**src/rtl/jogo_pkg.sv**
```systemverilog
// Shared state encoding and board-size helpers for the move controller.
package jogo_pkg;

   typedef enum logic [3:0] {
      INICIAL      = 4'd0,
      PREPARA      = 4'd1,
      ESPERA_MACRO = 4'd2,
      ESPERA_MICRO = 4'd3,
      VALIDA       = 4'd4,
      ESCREVE      = 4'd5,
      TROCA        = 4'd6,
      FIM          = 4'd7
   } estado_t;

   function automatic int celulas(input int n);
      return n * n;
   endfunction

   // A 1x1 board still needs a 1-bit index field.
   function automatic int largura_indice(input int n);
      return (n * n > 1) ? $clog2(n * n) : 1;
   endfunction

endpackage

```
**src/rtl/controlador_jogada_if.sv**
```systemverilog
// Board-side bundle of the move controller: button/board status in, selection and status out.
interface controlador_jogada_if #(
   parameter int N    = 3,
   parameter int ERRW = 8
);
   import jogo_pkg::*;

   localparam int CELLS = celulas(N);
   localparam int IDXW  = largura_indice(N);

   logic             iniciar;
   logic [CELLS-1:0] botoes;
   logic [CELLS-1:0] macro_fechada;
   logic [CELLS-1:0] micro_ocupada;
   logic             fim_jogo;

   logic [IDXW-1:0]  macro_atual;
   logic [IDXW-1:0]  micro_atual;
   logic             jogador;
   logic             jogada_valida;
   logic             timeout;
   logic             jogar_macro;
   logic             jogar_micro;
   logic             pronto;
   logic [ERRW-1:0]  erros;
   logic [3:0]       db_estado;

   modport slave (
      input  iniciar, botoes, macro_fechada, micro_ocupada, fim_jogo,
      output macro_atual, micro_atual, jogador, jogada_valida, timeout,
             jogar_macro, jogar_micro, pronto, erros, db_estado
   );

   modport master (
      output iniciar, botoes, macro_fechada, micro_ocupada, fim_jogo,
      input  macro_atual, micro_atual, jogador, jogada_valida, timeout,
             jogar_macro, jogar_micro, pronto, erros, db_estado
   );

endinterface

```
**src/rtl/contador_timeout.sv**
```systemverilog
// Per-move timer: fim pulses on the TIMEOUT-th cycle counted since the last clear,
// and the counter restarts from zero on that same edge.
module contador_timeout #(
   parameter int TIMEOUT = 5000
) (
   input  logic clock,
   input  logic reset,
   input  logic zera,
   input  logic conta,
   output logic fim
);

   localparam int CW = $clog2(TIMEOUT);

   logic [CW-1:0] cnt;

   assign fim = conta && (cnt == CW'(TIMEOUT - 1));

   always_ff @(posedge clock) begin
      if (!reset) begin
         cnt <= '0;
      end else if (zera || fim) begin
         cnt <= '0;
      end else if (conta) begin
         cnt <= cnt + 1'b1;
      end
   end

endmodule

```
**src/rtl/controlador_jogada.sv**
```systemverilog
// Ultimate tic-tac-toe move controller: macro/micro selection, validation, board write strobe,
// per-move timeout and rejected-press counting. Press-to-strobe latency is 2 cycles.
module controlador_jogada
   import jogo_pkg::*;
#(
   parameter int N       = 3,
   parameter int TIMEOUT = 5000,
   parameter int ERRW    = 8
) (
   input logic                 clock,
   input logic                 reset,
   controlador_jogada_if.slave bus
);

   localparam int CELLS = celulas(N);
   localparam int IDXW  = largura_indice(N);

   estado_t          estado, prox_estado;
   logic [IDXW-1:0]  macro_q, macro_d;
   logic [IDXW-1:0]  micro_q, micro_d;
   logic             jogador_q, jogador_d;
   logic [ERRW-1:0]  erros_q, erros_d;
   logic [CELLS-1:0] botoes_q;
   logic [CELLS-1:0] press;
   logic             press_valida, press_multipla;
   logic [IDXW-1:0]  k;
   logic             erro, limpa_erros;
   logic             zera, conta, fim;

   function automatic logic [IDXW-1:0] codifica(input logic [CELLS-1:0] v);
      logic [IDXW-1:0] r;
      r = '0;
      for (int i = 0; i < CELLS; i++) begin
         if (v[i]) r = r | IDXW'(i);
      end
      return r;
   endfunction

   // Rising edges only; anything other than a single new button is a rejected press.
   assign press          = bus.botoes & ~botoes_q;
   assign press_valida   = $onehot(press);
   assign press_multipla = (press != '0) && !press_valida;
   assign k              = codifica(press);

   assign conta = (estado == ESPERA_MACRO) || (estado == ESPERA_MICRO) || (estado == VALIDA);
   assign zera  = (estado == PREPARA) || (estado == TROCA);

   contador_timeout #(.TIMEOUT(TIMEOUT)) u_timer (
      .clock (clock),
      .reset (reset),
      .zera  (zera),
      .conta (conta),
      .fim   (fim)
   );

   always_comb begin
      prox_estado = estado;
      macro_d     = macro_q;
      micro_d     = micro_q;
      jogador_d   = jogador_q;
      erro        = 1'b0;
      limpa_erros = 1'b0;
      case (estado)
         INICIAL: begin
            if (bus.iniciar) prox_estado = PREPARA;
         end
         PREPARA: begin
            jogador_d   = 1'b0;
            limpa_erros = 1'b1;
            prox_estado = ESPERA_MACRO;
         end
         // Expiry wins over any press seen in the same cycle.
         ESPERA_MACRO: begin
            if (fim) begin
               jogador_d = ~jogador_q;
            end else if (press_multipla) begin
               erro = 1'b1;
            end else if (press_valida) begin
               if (bus.macro_fechada[k]) begin
                  erro = 1'b1;
               end else begin
                  macro_d     = k;
                  prox_estado = ESPERA_MICRO;
               end
            end
         end
         ESPERA_MICRO: begin
            if (fim) begin
               jogador_d   = ~jogador_q;
               prox_estado = ESPERA_MACRO;
            end else if (press_multipla) begin
               erro = 1'b1;
            end else if (press_valida) begin
               micro_d     = k;
               prox_estado = VALIDA;
            end
         end
         VALIDA: begin
            if (fim) begin
               jogador_d   = ~jogador_q;
               prox_estado = ESPERA_MACRO;
            end else if (bus.micro_ocupada[micro_q]) begin
               erro        = 1'b1;
               prox_estado = ESPERA_MICRO;
            end else begin
               prox_estado = ESCREVE;
            end
         end
         ESCREVE: begin
            prox_estado = TROCA;
         end
         // Board status reflects the write from ESCREVE by now.
         TROCA: begin
            jogador_d = ~jogador_q;
            if (bus.fim_jogo) begin
               prox_estado = FIM;
            end else if (bus.macro_fechada[micro_q]) begin
               prox_estado = ESPERA_MACRO;
            end else begin
               macro_d     = micro_q;
               prox_estado = ESPERA_MICRO;
            end
         end
         FIM: begin
            if (bus.iniciar) prox_estado = PREPARA;
         end
         default: prox_estado = INICIAL;
      endcase

      if (limpa_erros) begin
         erros_d = '0;
      end else if (erro && (erros_q != '1)) begin
         erros_d = erros_q + 1'b1;
      end else begin
         erros_d = erros_q;
      end
   end

   always_ff @(posedge clock) begin
      if (!reset) begin
         estado    <= INICIAL;
         macro_q   <= '0;
         micro_q   <= '0;
         jogador_q <= 1'b0;
         erros_q   <= '0;
         botoes_q  <= '0;
      end else begin
         estado    <= prox_estado;
         macro_q   <= macro_d;
         micro_q   <= micro_d;
         jogador_q <= jogador_d;
         erros_q   <= erros_d;
         botoes_q  <= bus.botoes;
      end
   end

   assign bus.macro_atual   = macro_q;
   assign bus.micro_atual   = micro_q;
   assign bus.jogador       = jogador_q;
   assign bus.erros         = erros_q;
   assign bus.jogada_valida = (estado == ESCREVE);
   assign bus.timeout       = fim;
   assign bus.jogar_macro   = (estado == ESPERA_MACRO);
   assign bus.jogar_micro   = (estado == ESPERA_MICRO);
   assign bus.pronto        = (estado == FIM);
   assign bus.db_estado     = estado;

endmodule
```
**src/flat_wrapper.sv**
```systemverilog
// flat-port wrapper written by rule: the top's interface ports become plain ports
module controlador_jogada_flat import jogo_pkg::*;
#(
   parameter int N       = 3,
   parameter int TIMEOUT = 5000,
   parameter int ERRW    = 8
)
  (clock, reset, bus_iniciar, bus_botoes, bus_macro_fechada, bus_micro_ocupada, bus_fim_jogo, bus_macro_atual, bus_micro_atual, bus_jogador, bus_jogada_valida, bus_timeout, bus_jogar_macro, bus_jogar_micro, bus_pronto, bus_erros, bus_db_estado);
  controlador_jogada_if #(.N(N), .ERRW(ERRW)) bus_i ();
  input logic clock;
  input logic reset;
  input wire logic [$bits(bus_i.iniciar)-1:0] bus_iniciar;
  input wire logic [$bits(bus_i.botoes)-1:0] bus_botoes;
  input wire logic [$bits(bus_i.macro_fechada)-1:0] bus_macro_fechada;
  input wire logic [$bits(bus_i.micro_ocupada)-1:0] bus_micro_ocupada;
  input wire logic [$bits(bus_i.fim_jogo)-1:0] bus_fim_jogo;
  output wire logic [$bits(bus_i.macro_atual)-1:0] bus_macro_atual;
  output wire logic [$bits(bus_i.micro_atual)-1:0] bus_micro_atual;
  output wire logic [$bits(bus_i.jogador)-1:0] bus_jogador;
  output wire logic [$bits(bus_i.jogada_valida)-1:0] bus_jogada_valida;
  output wire logic [$bits(bus_i.timeout)-1:0] bus_timeout;
  output wire logic [$bits(bus_i.jogar_macro)-1:0] bus_jogar_macro;
  output wire logic [$bits(bus_i.jogar_micro)-1:0] bus_jogar_micro;
  output wire logic [$bits(bus_i.pronto)-1:0] bus_pronto;
  output wire logic [$bits(bus_i.erros)-1:0] bus_erros;
  output wire logic [$bits(bus_i.db_estado)-1:0] bus_db_estado;
  assign bus_i.iniciar = bus_iniciar;
  assign bus_i.botoes = bus_botoes;
  assign bus_i.macro_fechada = bus_macro_fechada;
  assign bus_i.micro_ocupada = bus_micro_ocupada;
  assign bus_i.fim_jogo = bus_fim_jogo;
  assign bus_macro_atual = bus_i.macro_atual;
  assign bus_micro_atual = bus_i.micro_atual;
  assign bus_jogador = bus_i.jogador;
  assign bus_jogada_valida = bus_i.jogada_valida;
  assign bus_timeout = bus_i.timeout;
  assign bus_jogar_macro = bus_i.jogar_macro;
  assign bus_jogar_micro = bus_i.jogar_micro;
  assign bus_pronto = bus_i.pronto;
  assign bus_erros = bus_i.erros;
  assign bus_db_estado = bus_i.db_estado;
  controlador_jogada #(.N(N), .TIMEOUT(TIMEOUT), .ERRW(ERRW)) u_core (.clock(clock), .reset(reset), .bus(bus_i));
endmodule
```
**config.mk**
```make
export PLATFORM = sky130hd
export DESIGN_NAME = controlador_jogada_flat
export DESIGN_NICKNAME = d
export VERILOG_FILES = /design/src/rtl/jogo_pkg.sv /design/src/rtl/controlador_jogada_if.sv /design/src/rtl/contador_timeout.sv /design/src/rtl/controlador_jogada.sv /design/src/flat_wrapper.sv
export SDC_FILE = /design/constraint.sdc
export NUM_CORES = 1
export LEC_CHECK = 0
export ABC_AREA = 1
export BUFFER_PORTS_ARGS = -buffer_cell sky130_fd_sc_hd__buf_2
export CORE_MARGIN = 4
export CORE_UTILIZATION = 50
export DETAILED_ROUTE_END_ITERATION = 8
export HOLD_SLACK_MARGIN = 0.08
export PLACE_DENSITY = 0.77
export SETUP_SLACK_MARGIN = 0.4
export SYNTH_ARGS = -nofsm -noshare
export SYNTH_HDL_FRONTEND = slang
export SYNTH_SLANG_ARGS = --single-unit
export TNS_END_PERCENT = 1
```
**constraint.sdc**
```tcl
create_clock -name clock -period 3.2 [get_ports clock]
set_input_delay 0.16 -clock clock [delete_from_list [all_inputs] [get_ports clock]]
set_output_delay 0.16 -clock clock [all_outputs]
set_load 0.01 [all_outputs]
```
==> summary.md <==
| Metric | Value |
|---|---|
| Status | `finished with violations` |
| Violated checks | `setup timing` |
| Syn_nets | `455` |
| Slew Viols, Final | `0` |
| Clk_skew | `7.161 ps` |
| Placed cells | `545` |
| Final ANT Viol Nets | `0` |
| Placer Congestion | `0.8481` |
| Detailed Route WL | `6397 um` |
| VDD IR max | `0.3284 mV` |
| Met3 Use GR | `3.728%` |
| Iteration-0 DRC Markers | `102` |
| Power per cell area | `487.1 nW/um2` |
| Most used routing layer | `met2` |
| Post-Syn Area per Cell | `6.610 um2` |
| Fill count | `480` |
| Layout area overhead | `27.93%` |
| Core Box Area | `5172 um2` |
| Worst Min Path Start | `bus_botoes[1]` |
| Number of synthesized flops with an enable pin | `0` |
| Area leader, netlist | `dfxtp_1` |
| Via count | `2812` |
| Setup crit end kind | `flip-flop` |
| Initial Utilization | `52.39%` |
| Final hold viol count | `0` |
| Clk Latency, worst-skew pair | `300 ps` |
| RSZ-0062 raised after global routing | `true` |
| WP data required | `3440 ps` |
| TritonCTS clock tree | `done` |
| Row count | `26` |
| DRT Pass-1 Iters | `4` |
| Final nets | `537` |
| Grt ovf | `0` |
| Die H | `81.62 um` |
| Synth unique cells | `38` |
| DRC | `0` |
| Grt met2 use | `35.91%` |
| Vias in the first global route | `2509` |
| Largest net degree at the start of global routing | `23` |
| Num ports | `57` |
| Post-Syn Instances | `410` |
| Register clock-pin slew on the reported worst setup and hold paths | `80 ps` |
| Met1 usage | `23.84%` |
| Ys flop type | `dfxtp_1` |
| Arrival time at the worst endpoint | `3710 ps` |
| Non-Filler Instances | `562` |
| GR Util All Layers | `19.96%` |
| Leak | `0.001680 uW` |
| Worst reg-to-reg path cell count | `18` |
| Critical Path Start Type | `flip-flop` |
| Main area contributors after synthesis | `dfxtp_1 (31%), inv_1 (12%), nand2_1 (11%)` |
| Syn Std Cell Area | `2710 um2` |
| FF/Latch Area | `845.8 um2` |
| Most common cell in the netlist | `inv_1` |
| WHS Path Cells | `4` |
| Vias per cell | `5.004` |
| Antenna violations before repair | `0` |
| CTS buffer count | `5` |
| Die area | `6662 um2` |
| Fraction of registers with async set/reset | `0%` |
| H-tree Lvls | `2` |
| Routed length per placed instance | `11.38 um` |
| Max FO, Critical Path | `4` |
| Critical path origin | `u_core.botoes_q[5]$_SDFF_PN0_` |
| Yosys warnings | `0` |
| Setup TNS | `-4070 ps` |
| Crit Path Category | `flip-flop to flip-flop` |
| Final setup viols | `19` |
| Layout cells sized above 1 | `28.25%` |
| HPWL after DPL | `4931 um` |
| Worst Slack Setup Final | `-269.3 ps` |
| Fmax | `0.2882 GHz` |
| R2R Path Start | `u_core.botoes_q[5]$_SDFF_PN0_` |
| Area taken by multi-input logic gates | `1619 um2` |
| PortBufs | `55` |
| Die width | `81.62 um` |
| Commonest cells in the synthesized netlist | `inv_1 (86), nand2_1 (80), dfxtp_1 (42)` |
| Post-synthesis register bit count | `42` |
| Clk sinks | `42` |
| Seq/Total Area, Yosys | `31.02%` |
| Max clock buf depth | `2` |
| Root buf cell | `clkbuf_8` |
| Post-layout minimum cycle time | `3469 ps` |
| Hold WC Path Type | `primary input to flip-flop` |
| N_diodes | `0` |
| Maxcap violations | `0` |
| Share of the synthesized area in the top cell type | `31.02%` |
| Final period utilization | `108.4%` |
| First-pass GRT wire length | `10550 um` |
[critical path, cell delays in order, from the launching register on]
cell and delay [ps]:
dfxtp_1 310, inv_1 40, nand2_2 70, inv_2 50
ha_4 150, fa_1 510, inv_2 40, fa_1 470
inv_1 40, ha_2 170, fa_1 490, nor4_4 310
buf_4 190, o221ai_2 100, a21oi_1 120, nand2_1 120
inv_2 90, nand2_1 60, a21oi_2 100
[layer usage]
metal / routed length [um] / part of all wire (%)
met5: 0 / 0
met1: 2804 / 44
met2: 3151 / 49
met4: 106 / 1.7
met3: 334 / 5.2
[final timing paths]
check / to / slack (ps)
setup / recovery: u_core.bus.db_estado[2]$_SDFFE_PN0P_ / -270
hold / removal: u_core.botoes_q[1]$_SDFF_PN0_ / 160
setup reg to reg: u_core.bus.db_estado[2]$_SDFFE_PN0P_ / -270
hold reg to reg: u_core.u_timer.cnt[1]$_SDFFE_PP0N_ / 490
[layout make-up]
type                    count  area share, %
multi-input cells         273          46.70
inverters                  89          9.708
repair buffers             81          14.47
well taps                  70          2.526
flip-flops and latches     42          24.40
clock buffers               7          2.201
[cells in the final DEF, fill, tap and decap left out, types with 2 or more instances in the layout]
cell type | netlist | final
clkbuf_8 | 0 | 5
nor3b_1 | 2 | 2
nor2_4 | 5 | 5
buf_4 | 2 | 15
inv_1 | 86 | 78
inv_2 | 2 | 10
nor2_2 | 2 | 4
a21oi_2 | 0 | 5
or2_2 | 2 | 2
nor3_1 | 4 | 4
nand2_1 | 80 | 76
nor4_1 | 3 | 3
nor3_2 | 3 | 3
a21oi_1 | 33 | 28
fa_1 | 5 | 3
o21ai_1 | 1 | 8
buf_2 | 1 | 55
dlygate4sd3_1 | 0 | 8
ha_4 | 0 | 2
buf_6 | 1 | 3
nand3_1 | 30 | 25
o22ai_1 | 2 | 2
clkbuf_1 | 2 | 2
o211ai_1 | 2 | 2
dfxtp_2 | 0 | 4
nand2_2 | 5 | 8
ha_1 | 9 | 5
o21ai_0 | 29 | 21
nor2_1 | 38 | 36
o21ai_2 | 1 | 2
nand4_1 | 5 | 5
fa_2 | 0 | 2
ha_2 | 0 | 2
nand3_2 | 2 | 6
dfxtp_1 | 42 | 38
[flip-flops by register name (all words and copies together), names as in the netlist]
register / cells
u_core.u_timer.cnt: 13
u_core.botoes_q: 9
u_core.bus.db_estado: 3
u_core.bus.jogador: 1
u_core.bus.erros: 8
u_core.bus.macro_atual: 4
u_core.bus.micro_atual: 4
[cells by family (layout without fill, tap and decap cells)]
logic type,count (synthesis),after routing,synth area share (%)
flops,42,42,31.03
xor+xnor,2,2,0.6465
fa+ha+maj,14,14,7.849
buf+inv,95,177,13.85
compound gates,73,73,14.77
simple gates,183,183,31.72
other cells,1,1,0.1384
[stage by stage]
stage / power [uW] / area (um2) / worst slack (ps) / utilization, % / hold WS (ps)
after CTS: 1650 / 3407 / -341.6 / 65.87 / 154.9
after global placement: 1269 / 3211 / -242.9 / 62.07 / 352.6
after detailed placement: 1285 / 3211 / -344.6 / 62.07 / 355.9
final: 1689 / 3467 / -269.3 / 67.03 / 162.1
after global routing: 1816 / 3467 / -529.3 / 67.03 / 161.9
after floorplan: 1085 / 2766 / -114.3 / - / 253.5
[where the power goes]
group | leakage [uW] | internal (uW) | switching (uW)
Combinational | 0.00130 | 310 | 428
Sequential | 0.000343 | 569 | 51.6
Clock | 0.0000383 | 151 | 180
[what timing repair did]
| action | in CTS | in global routing |
|---|---|---|
| setup endpoints to repair | 19 | 19 |
| setup buffers | 0 | 2 |
| pin swaps | 11 | 9 |
| hold endpoints to repair | 8 | 0 |
| hold buffers | 8 | 0 |
| resized for setup | 20 | 16 |
Power figures use the tool's default switching activity.
